[config.mk]
export PLATFORM = sky130hd
export DESIGN_NAME = mem_arbiter
export DESIGN_NICKNAME = d
export VERILOG_FILES = /design/src/rtl/mem_arbiter.sv
export SDC_FILE = /design/constraint.sdc
export NUM_CORES = 1
export LEC_CHECK = 0
export BUFFER_PORTS_ARGS = -buffer_cell sky130_fd_sc_hd__clkbuf_2
export CAP_MARGIN = 5
export CORE_ASPECT_RATIO = 1.75
export CORE_MARGIN = 2
export CORE_UTILIZATION = 35
export DETAILED_ROUTE_END_ITERATION = 10
export GPL_ROUTABILITY_DRIVEN = 0
export PLACE_DENSITY = 0.74
export SYNTH_ARGS = -nofsm -noshare
export SYNTH_HDL_FRONTEND = slang
export SYNTH_SLANG_ARGS = --single-unit
[constraint.sdc]
create_clock -name clk_i -period 2.1 [get_ports clk_i]
set_input_delay 0.315 -clock clk_i [delete_from_list [all_inputs] [get_ports clk_i]]
set_output_delay 0.315 -clock clk_i [all_outputs]
set_load 0.02 [all_outputs]
[src/rtl/mem_arbiter.sv]
// Two-port round-robin arbiter that sequences single-cycle accesses
// onto one single-port memory and returns results to the winner.
module mem_arbiter #(
  parameter int WIDTH = 16,
  parameter int DEPTH = 64,
  parameter int ADDR  = $clog2(DEPTH)
) (
  input  logic             clk_i,
  input  logic             rst_ni,
  input  logic             r0_valid_i,
  input  logic             r0_wr_rd_i,
  input  logic [ADDR-1:0]  r0_addr_i,
  input  logic [WIDTH-1:0] r0_wdata_i,
  output logic             r0_ready_o,
  output logic             r0_ack_o,
  output logic [WIDTH-1:0] r0_rdata_o,
  input  logic             r1_valid_i,
  input  logic             r1_wr_rd_i,
  input  logic [ADDR-1:0]  r1_addr_i,
  input  logic [WIDTH-1:0] r1_wdata_i,
  output logic             r1_ready_o,
  output logic             r1_ack_o,
  output logic [WIDTH-1:0] r1_rdata_o,
  output logic             mem_valid_o,
  output logic             mem_wr_rd_o,
  output logic [ADDR-1:0]  mem_addr_o,
  output logic [WIDTH-1:0] mem_write_o,
  input  logic [WIDTH-1:0] mem_read_i,
  input  logic             mem_ready_i
);

  typedef enum logic [1:0] {
    IDLE  = 2'd0,
    ISSUE = 2'd1,
    WAIT  = 2'd2
  } state_t;

  state_t state;
  state_t state_d;

  logic last;
  logic last_d;
  logic owner;
  logic owner_d;
  logic any_req;
  logic pick1;

  logic             ready0_d;
  logic             ready1_d;
  logic             ack0_d;
  logic             ack1_d;
  logic [WIDTH-1:0] rdata0_d;
  logic [WIDTH-1:0] rdata1_d;
  logic             valid_d;
  logic             wr_rd_d;
  logic [ADDR-1:0]  addr_d;
  logic [WIDTH-1:0] write_d;

  // r1 wins outright when alone, or on a tie when r0 was granted last
  assign any_req = r0_valid_i | r1_valid_i;
  assign pick1   = r1_valid_i & (~r0_valid_i | ~last);

  always_ff @(posedge clk_i or negedge rst_ni) begin
    if (!rst_ni) begin
      state <= IDLE;
      last  <= 1'b1;
      owner <= 1'b0;
    end else begin
      state <= state_d;
      last  <= last_d;
      owner <= owner_d;
    end
  end

  always_comb begin
    state_d = state;
    last_d  = last;
    owner_d = owner;
    unique case (state)
      IDLE: begin
        if (any_req) begin
          state_d = ISSUE;
          last_d  = pick1;
          owner_d = pick1;
        end
      end
      ISSUE: state_d = WAIT;
      WAIT: begin
        if (mem_ready_i) state_d = IDLE;
        else             state_d = ISSUE;
      end
      default: state_d = IDLE;
    endcase
  end

  // mem_wr_rd/addr/write double as the latched command registers
  always_comb begin
    ready0_d = 1'b0;
    ready1_d = 1'b0;
    ack0_d   = 1'b0;
    ack1_d   = 1'b0;
    rdata0_d = r0_rdata_o;
    rdata1_d = r1_rdata_o;
    valid_d  = 1'b0;
    wr_rd_d  = mem_wr_rd_o;
    addr_d   = mem_addr_o;
    write_d  = mem_write_o;
    unique case (state)
      IDLE: begin
        if (any_req) begin
          valid_d  = 1'b1;
          ready0_d = ~pick1;
          ready1_d = pick1;
          wr_rd_d  = pick1 ? r1_wr_rd_i : r0_wr_rd_i;
          addr_d   = pick1 ? r1_addr_i  : r0_addr_i;
          write_d  = pick1 ? r1_wdata_i : r0_wdata_i;
        end
      end
      ISSUE: begin
        valid_d = 1'b0;
      end
      WAIT: begin
        if (mem_ready_i) begin
          ack0_d = ~owner;
          ack1_d = owner;
          if (!mem_wr_rd_o) begin
            if (owner) rdata1_d = mem_read_i;
            else       rdata0_d = mem_read_i;
          end
        end else begin
          valid_d = 1'b1;
        end
      end
      default: valid_d = 1'b0;
    endcase
  end

  always_ff @(posedge clk_i or negedge rst_ni) begin
    if (!rst_ni) begin
      r0_ready_o  <= 1'b0;
      r1_ready_o  <= 1'b0;
      r0_ack_o    <= 1'b0;
      r1_ack_o    <= 1'b0;
      r0_rdata_o  <= '0;
      r1_rdata_o  <= '0;
      mem_valid_o <= 1'b0;
      mem_wr_rd_o <= 1'b0;
      mem_addr_o  <= '0;
      mem_write_o <= '0;
    end else begin
      r0_ready_o  <= ready0_d;
      r1_ready_o  <= ready1_d;
      r0_ack_o    <= ack0_d;
      r1_ack_o    <= ack1_d;
      r0_rdata_o  <= rdata0_d;
      r1_rdata_o  <= rdata1_d;
      mem_valid_o <= valid_d;
      mem_wr_rd_o <= wr_rd_d;
      mem_addr_o  <= addr_d;
      mem_write_o <= write_d;
    end
  end

endmodule

==> flow_summary.ini <==
[sta]
hold_violations = 0
min_period_ns = 1.722
drv_slew = 0
grt_setup_unrepaired = false
worst_pin_slew_ns = 1.123
setup_tns_ns = 0
fmax_mhz = 580.6
clock_skew_ns = 0.003614
fin_crit_sh_pct = 82.01
whs_ns = 0.2280
slew_headroom_pct = 25.15
final-setup-viol-count = 0

[setup_path]
path_delay_family = simple AND/OR/NAND/NOR gates
end_kind = flop
critPathMaxFanout = 10
reg2regPathDepth = 4
r2r-start = state[0]
cp.required_ns = 2.30
crit_path_top_delay_cell = dfrtp_1
crit_arrival_ns = 1.92
path_cells = nand3b_1, nor3_4, buf_12, mux2_2
cp_slowest_stage_delay_ns = 0.42
cp_num_buf_inv = 1
reg2reg_setup_slack_ns = 0.38
cp-start-kind = flop
path_class = reg2reg
r2r-end = r0_rdata_o[11]

[floorplanning]
die_h_um = 118.2
die_x_um = 69.28
rows = 41
dieArea_um2 = 8191
initial_core_util_pct = 36.08
core_area_um2 = 7233
io_pins = 127

[synthesis]
synth_fp_nets = 237
avgSynthCellArea_um2 = 15.35
synthCells = 170
synth_area_leaders = dfrtp_1, mux2_2, a221o_1, mux2_4, and3_1
ys_ff_latch = 64
yosysSeqAreaShare_pct = 61.41
yosys.area.top_type = dfrtp_1
yosysWarningCount = 0
synth_top_area_share_pct = 60.40
synthDistinctLibCells = 24
netlist_area_um2 = 2610

[grt]
grt.busiest_layer = met2
use_met2_pct = 29.03
antenna_found_initial = 0
globalRouteMet3Util_pct = 3.836
grt_overflow_total = 0
grt_max_degree = 42
grtUsageMet1_pct = 17.71
grt_usage_pct = 16.30
grt_pass1_wl_mm = 10.42
grt_pass1_vias = 2073

[min_path]
hold_path.class = in2reg
holdPathStages = 2
min_to = mem_write_o[1]
worst_hold_startpoint = r0_wdata_i[1]

[cts]
clkTransAtPathRegs_ns = 0.05
cts_tree = yes
clockBufferDepth = 2
cts_resized = 0
htreeDepth = 3
cts_setup_buffers = 0
clk_latency_ns = 0.32
cts.sink_count = 64
numCtsBuffers = 9
root_buffer = clkbuf_16

[power_and_ir_drop]
ir_worst_vdd_mv = 0.8461
power.share.clock_pct = 24.1
p_leak_nw = 1.949
power_density_nw_per_um2 = 1658
p_comb_share_pct = 40.0
swShare_pct = 36.34
power_switching_mw = 2.216
pwr-share-seq_pct = 35.9
internal_power_mw = 3.882

[route]
routed_wl_mm = 6.387
vias = 1961
drcViolationCount = 0
via_per_inst = 4.952
routedWlPerCell_um = 16.13
drtAntennaViolNets = 0
dr.first_iter.drc_count = 115
dr.pass1.iters = 4

[finish]
final_nets = 372
drive_gt1_share_pct = 62.58
n_antenna_cell = 0
syn2layout_area_growth_pct = 40.94

[placement]
port_buffers = 126
dpl.hpwl_mm = 4.693

[status]
status = completed

[flow_run]
cap_violations = 0
[area by class of cell]
cell class                      count  area, um2
Clock buffer                       13      260.3
Clock inverter                      3      40.04
Fill cell                         631       3555
Multi-Input combinational cell     95      929.6
Sequential cell                    64       1603
Tap cell                           86      107.6
Timing Repair Buffer              135      738.2
[worst register-to-register path, cell delays in order, from the launching register on]
cell,delay (ns)
dfrtp_1,0.42
nand3b_1,0.24
nor3_4,0.40
buf_12,0.20
mux2_2,0.34
[how the worst max path moves through the flow]
stage                           from             end  cells after the start
after CTS                   state[0]  r0_rdata_o[11]                      4
after floorplan             state[0]  r1_rdata_o[10]                      5
after global routing        state[0]  r0_rdata_o[11]                      4
final                       state[0]  r0_rdata_o[11]                      4
after detailed placement  r0_valid_i     mem_wr_rd_o                      3
after global placement    r0_valid_i     mem_wr_rd_o                      3
[sequential cells by signal, indices dropped and copies added, names as in the netlist, 2 cells and up]
signal and count:
mem_addr_o 6, mem_write_o 16, r0_rdata_o 16, r1_rdata_o 16
state 2
[cells in the final DEF, fill, tap and decap left out, types with 2 or more instances in the layout]
| cell | instances |
|---|---|
| clkinv_2 | 2 |
| mux2_4 | 10 |
| mux2_2 | 28 |
| a221o_1 | 20 |
| and3_1 | 21 |
| o21ai_0 | 2 |
| clkbuf_16 | 9 |
| clkbuf_2 | 125 |
| clkbuf_1 | 2 |
| buf_4 | 5 |
| dfrtp_1 | 63 |
| nand2b_1 | 2 |
| clkbuf_8 | 2 |
| buf_12 | 3 |
[kinds of logic after synthesis]
group / after synthesis / synth area share (%)
mux: 38 / 17.83
flops: 64 / 61.41
simple gates: 31 / 8.342
buf+inv: 11 / 2.972
compound gates: 26 / 9.444
[power by group through the flow]
stage	combinational (mW)	sequential [mW]	clock, mW
final	2.44	2.19	1.47
after global placement	2.41	2.19	0
after global routing	2.60	2.27	1.57
after detailed placement	2.47	2.21	0
after floorplan	0.938	2.82	0
after CTS	2.48	2.20	1.51
[through the flow]
stage	std cells	cell area, um2	total power [mW]	setup slack (ns)	util [%]
global route	396	3679	6.446	0.2576	50.86
floorplan	170	2610	3.759	0.5945	-
CTS	396	3679	6.190	0.3477	50.86
detailed placement	379	3368	4.677	0.2161	46.57
finish	396	3679	6.098	0.3777	50.86
global placement	379	3368	4.597	0.2753	46.57
[per-layer routing]
layer  part of all wire, %  wire, um  up-vias
li1                      -         -      914
met1                    39      2489      971
met2                    56      3552       67
met3                   3.8       241        9
met4                   1.6       104        0
met5                     0         0        -
[synthesized netlist by cell type]
cell type,number
nor2_1,1
nand2b_1,2
buf_12,1
and4b_4,1
buf_2,4
nor2_2,1
nor3_4,1
mux2_2,28
nor2b_1,1
mux2_4,10
a21o_1,1
o21ai_0,2
dfstp_2,1
nor2b_4,1
and2_1,1
a21o_2,1
clkbuf_1,4
and3_1,21
o21ai_2,1
dfrtp_1,63
nand3b_1,1
a21boi_2,1
buf_6,2
a221o_1,20
[what timing repair did]
item | in CTS | in global routing
endpoints found under the setup margin | 0 | 0
endpoints found under the hold margin | 3 | 0
hold buffers | 1 | 0
Power figures use the tool's default switching activity.
